### config.mk
export PLATFORM = sky130hd
export DESIGN_NAME = uart_tx_sched
export DESIGN_NICKNAME = d
export VERILOG_FILES = /design/src/rtl/uart_tx_sched.sv
export SDC_FILE = /design/constraint.sdc
export NUM_CORES = 1
export LEC_CHECK = 0
export BUFFER_PORTS_ARGS = -buffer_cell sky130_fd_sc_hd__buf_2
export CAP_MARGIN = 20
export CORE_MARGIN = 2
export CORE_UTILIZATION = 32
export DETAILED_ROUTE_END_ITERATION = 16
export GPL_TIMING_DRIVEN = 0
export SLEW_MARGIN = 30
export SYNTH_ARGS = -nofsm -noshare
export SYNTH_HDL_FRONTEND = slang
export SYNTH_SLANG_ARGS = --single-unit
### constraint.sdc
create_clock -name pclk -period 3.4 [get_ports pclk]
set_input_delay 0.51 -clock pclk [delete_from_list [all_inputs] [get_ports pclk]]
set_output_delay 0.51 -clock pclk [all_outputs]
set_load 0.01 [all_outputs]
### src/rtl/uart_tx_sched.sv
// uart_tx_sched: APB master that shares the UART core TX path among
// NUM_REQ byte-stream requesters. It arbitrates round-robin and holds
// packet lock, polls the UART status register until the TX FIFO has room,
// then writes the byte into the UART data register.
module uart_tx_sched #(
  parameter int          NUM_REQ   = 4,
  parameter logic [31:0] STAT_ADDR = 32'h04,
  parameter logic [31:0] DATA_ADDR = 32'h00,
  parameter int          TXFF_BIT  = 1
) (
  input  logic                 pclk,
  input  logic                 prst_n,
  input  logic                 en,
  input  logic [NUM_REQ-1:0]   req_valid,
  input  logic [8*NUM_REQ-1:0] req_data,
  input  logic [NUM_REQ-1:0]   req_last,
  output logic [NUM_REQ-1:0]   req_ready,
  output logic [NUM_REQ-1:0]   grant,
  output logic                 busy,
  output logic [31:0]          m_paddr,
  output logic                 m_psel,
  output logic                 m_penable,
  output logic                 m_pwrite,
  output logic [31:0]          m_pwdata,
  input  logic [31:0]          m_prdata
);

  localparam int IW = (NUM_REQ > 1) ? $clog2(NUM_REQ) : 1;

  typedef enum logic [2:0] {
    S_IDLE,
    S_RD_SETUP,
    S_RD_ACCESS,
    S_WR_SETUP,
    S_WR_ACCESS
  } state_t;

  state_t             state, state_nx;
  logic               lock;
  logic [IW-1:0]      rr_ptr;
  logic [IW-1:0]      own_idx;
  logic [7:0]         byte_q;
  logic               last_q;
  logic [NUM_REQ-1:0] eligible;
  logic               found;
  logic [IW-1:0]      win_idx;
  logic               accept;
  logic               tx_full;
  logic               prdata_unused;

  // Only one status bit matters; the rest of the read word is deliberately ignored.
  assign prdata_unused = ^m_prdata;
  assign tx_full       = m_prdata[TXFF_BIT];

  // Index that is 'offs' positions after 'base', wrapping at NUM_REQ-1 -> 0.
  function automatic logic [IW-1:0] rr_index(input logic [IW-1:0] base, input int offs);
    int sum;
    sum = int'(base) + offs;
    if (sum >= NUM_REQ) sum = sum - NUM_REQ;
    return IW'(sum);
  endfunction

  // Winner search: locked owner only while a packet is open, else round-robin from rr_ptr+1.
  always_comb begin
    // NOTE: every variable gets a default before any branch, so no path can infer a latch.
    eligible  = lock ? (req_valid & grant) : req_valid;
    found     = 1'b0;
    win_idx   = '0;
    for (int k = 1; k <= NUM_REQ; k++) begin
      if (!found && eligible[rr_index(rr_ptr, k)]) begin
        found   = 1'b1;
        win_idx = rr_index(rr_ptr, k);
      end
    end
    accept    = (state == S_IDLE) && en && found;
    req_ready = '0;
    if (accept) req_ready[win_idx] = 1'b1;
  end

  // Next-state logic for the read-poll / write sequence.
  always_comb begin
    state_nx = state;
    unique case (state)
      S_IDLE:      if (accept) state_nx = S_RD_SETUP;
      S_RD_SETUP:  state_nx = S_RD_ACCESS;
      S_RD_ACCESS: state_nx = tx_full ? S_RD_SETUP : S_WR_SETUP;
      S_WR_SETUP:  state_nx = S_WR_ACCESS;
      S_WR_ACCESS: state_nx = S_IDLE;
      default:     state_nx = S_IDLE;
    endcase
  end

  // State register.
  always_ff @(posedge pclk or negedge prst_n) begin
    // NOTE: sequential state is updated with non-blocking assignments only.
    if (!prst_n) state <= S_IDLE;
    else         state <= state_nx;
  end

  // Byte capture, ownership, packet lock and round-robin pointer.
  always_ff @(posedge pclk or negedge prst_n) begin
    if (!prst_n) begin
      byte_q  <= '0;
      last_q  <= 1'b0;
      own_idx <= '0;
      grant   <= '0;
      lock    <= 1'b0;
      rr_ptr  <= IW'(NUM_REQ - 1);
    end else begin
      if (accept) begin
        byte_q  <= req_data[8*win_idx +: 8];
        last_q  <= req_last[win_idx];
        own_idx <= win_idx;
        grant   <= req_ready;
      end
      if (state == S_WR_ACCESS) begin
        if (last_q) begin
          lock   <= 1'b0;
          rr_ptr <= own_idx;
          grant  <= '0;
        end else begin
          lock   <= 1'b1;
        end
      end
    end
  end

  // Registered APB outputs, loaded from the state being entered; address/data hold in IDLE.
  always_ff @(posedge pclk or negedge prst_n) begin
    if (!prst_n) begin
      m_psel    <= 1'b0;
      m_penable <= 1'b0;
      m_pwrite  <= 1'b0;
      m_paddr   <= '0;
      m_pwdata  <= '0;
    end else begin
      m_psel    <= (state_nx != S_IDLE);
      m_penable <= (state_nx == S_RD_ACCESS) || (state_nx == S_WR_ACCESS);
      m_pwrite  <= (state_nx == S_WR_SETUP)  || (state_nx == S_WR_ACCESS);
      if (state_nx == S_RD_SETUP) m_paddr <= STAT_ADDR;
      if (state_nx == S_WR_SETUP) begin
        m_paddr  <= DATA_ADDR;
        m_pwdata <= {24'b0, byte_q};
      end
    end
  end

  assign busy = (state != S_IDLE) || lock;

endmodule

==> results.md <==
* Initial core utilization at 0.3317
* Post-CTS setup buffers at 0
* Peak supply drop at 160.8 µV
* Pleak at roughly 1.6 nW
* Tcrit/Tclk final at 0.8567
* Top cell by count, worst path: buf_6
* Worst setup margin at approximately 0.49 ns
* M1 WL at 2.439 mm
* Total core area at around 7300 µm²
* Commonest non-fill, non-tap cell in the layout: buf_2
* Cell Rows at 31
* Dpl hpwl at 4.552 mm
* Synth area leaders: dfrtp_1 32%, buf_4 17%, mux2i_1 5.8%
* # IOs at between 150 and 200
* Sequential area share after synthesis at 0.3425
* CP max stage cell: dfstp_2
* Number of global-route vias before repair at 1975
* Pre-CTS WS at 0.7769 ns
* CP Class: register to output port
* # clock sinks at 33
* Cell Chain, Critical Path: buf_6 -> mux2_4 -> o221ai_2 -> a21oi_1 -> o22a_2 -> buf_6 -> nor3_1 -> buf_2
* Routability Congestion at ~0.84
* Die H at slightly above 90 µm
* CP Capture Type: output port
* Crit start category: register
* GRT Resource Usage Total at 0.1419
* Library cells used by synthesis at 49
* Synth Instances at 245
* Fmax at 343.3 MHz
* Root Buffer: clkbuf_8
* Vias per cell at 4.221
* Data arrival, critical path at roughly 2.4 ns
* Fillers at 736
* Clock Skew at 0.003236 ns
* Synth area leader: dfrtp_1
* Fin Hold WS at between 0.2 and 0.3 ns
* First-pass GRT wire length at ~9.5 mm
* Design Power at 0.0008970 W
* Chip Width at 90.94 µm
* DRT iter0 DRCs at 85
* Routed WL per cell at around 12 µm
* Highest Signal Layer: met4
* Final Max Tran Viols at 0
* Area growth syn-to-layout at 31.56%
* Post-synth top area share at 0.3207
* ANT nets after route at 0
* Synth warn at 0
* Residual DRC at 0
* Final #Nets at 445
* IO buf count at 64
* Met2 WL at 2.738 mm
* Final-report setup violation count at 0
* Largest net degree at the start of global routing at 34
* CTS resizes at 0
* Synth Register Bits at 33
* CTS tree: done
* Max FO, Critical Path at 10
* Later-pin clock latency in the skew report at roughly 0.28 ns
* Post-Route Setup TNS at 0 ns
* Tmin final at 2.913 ns
* Clock Tree Buf Depth at 2
* Max_cap viols at 0
* Post-synth EDFFs at 0
* Num CTS Buffers at 5
* Syn Area/Cell at 9.872 µm²
* Total grt overflow at 0
* Hold Fails Final Rpt at 0
* Most frequent cells in the layout: 65 x buf_2, 56 x buf_4, 55 x conb_1
* Die ar. at 8269 µm²
* Worst-path clk slew at 0.07 ns
* Outcome: finished, final reports clean
* Drt total wl at 5.703 mm
* # diodes at 0
* PwrDens at 281.9 nW/µm²
* Antenna violations before repair at 0
* Worst path required time at 2.89 ns
* Hold Crit Class: input pin to async pin
* Fin util at 0.4363
* RSZ-0062 raised after global routing: false
* Hold buffer count at CTS at 0
* Slew margin rel. at 0.4844
* Routed wl met3 at between 400 and 500 µm
* Synthesized area at around 2400 µm²
* Ys flop type: dfrtp_1
* Routed via count at ~2000
* CP peak stage delay at 0.53 ns
* TritonRoute pass-1 iters at 4
* Ys async rst share at 1.000
* Share of cells above drive strength 1 at 0.4501
* Worst-margin pin slew at about 0.77 ns
* Htree depth at 2
## cells by family after synthesis
logic type,count (synthesis),share of synthesized area
compound gates,47,0.1599
buf+inv,70,0.2162
flops,33,0.3425
mux,25,0.1107
other cells,1,0.001551
simple gates,69,0.1692
## worst paths after layout
| check | startpoint | endpoint | slack, ns | depth (start not counted) |
|---|---|---|---|---|
| setup reg to reg | rr_ptr[0] | byte_q[0] | 1.00 | 7 |
| hold reg to reg | own_idx[0] | own_idx[0] | 0.47 | 2 |
| min in group pclk | m_prdata[1] | state[1] | 0.41 | 2 |
| hold / removal | prst_n | byte_q[7] | 0.28 | 1 |
| max in group asynchronous | prst_n | m_psel | 2.65 | 1 |
| setup / recovery | rr_ptr[0] | req_ready[3] | 0.49 | 8 |
## per-layer routing
metal | GRT usage | up-vias
met5 | 0 | -
met4 | 0.04167 | 0
met3 | 0.03900 | 7
met2 | 0.2383 | 83
met1 | 0.1779 | 884
li1 | - | 1010
## cell usage after synthesis (2+ instances only)
cell type / n
a21oi_1: 3
nand3_1: 14
nor4b_1: 2
nor3_1: 2
a211oi_1: 11
o21ai_1: 4
mux2_2: 10
clkbuf_1: 3
a21boi_0: 10
o2111ai_1: 2
nor2_1: 21
nand2b_1: 5
nor4b_2: 7
dfstp_2: 2
mux2i_1: 14
dfrtp_1: 31
nand2_1: 10
buf_6: 5
buf_4: 56
inv_1: 4
## worst max-delay path, delay by kind of cell (launching register included)
family	cells	cell delay, ns
compound gates	3	0.64
flops	1	0.53
mux	1	0.31
buf+inv	3	0.46
simple gates	1	0.18
## flip-flops by register name, indices dropped and copies added, names as in the netlist
| register | flops |
|---|---|
| byte_q | 8 |
| grant | 4 |
| last_q | 1 |
| lock | 1 |
| m_paddr | 1 |
| m_penable | 1 |
| m_psel | 1 |
| m_pwdata | 8 |
| m_pwrite | 1 |
| own_idx | 2 |
| rr_ptr | 2 |
| state | 3 |
## power breakdown
| part | switching (W) | internal [W] | total (W) |
|---|---|---|---|
| Clock | 0.000143 | 0.000239 | 0.000382 |
| Combinational | 0.0000578 | 0.0000641 | 0.000122 |
| Sequential | 0.000000262 | 0.000393 | 0.000394 |
| Total | 0.000201 | 0.000696 | 0.000897 |
## through the flow
step	instances	instance area, µm²
floorplan	299	2621
global placement	462	3065
detailed placement	462	3065
CTS	470	3182
global route	470	3182
finish	470	3182
## area by class of cell
type                    count  area [µm²]  area share
well taps                  99       123.9     0.03893
inverters                   4       15.01    0.004719
clock buffers               7       86.33     0.02713
plain buffers              66       508.0      0.1597
repair buffers             64       320.3      0.1007
multi-input cells         196        1270      0.3991
flip-flops and latches     33       828.3      0.2603
clock inverters             1       30.03    0.009438
No activity file was read; power rests on OpenSTA's default activity.
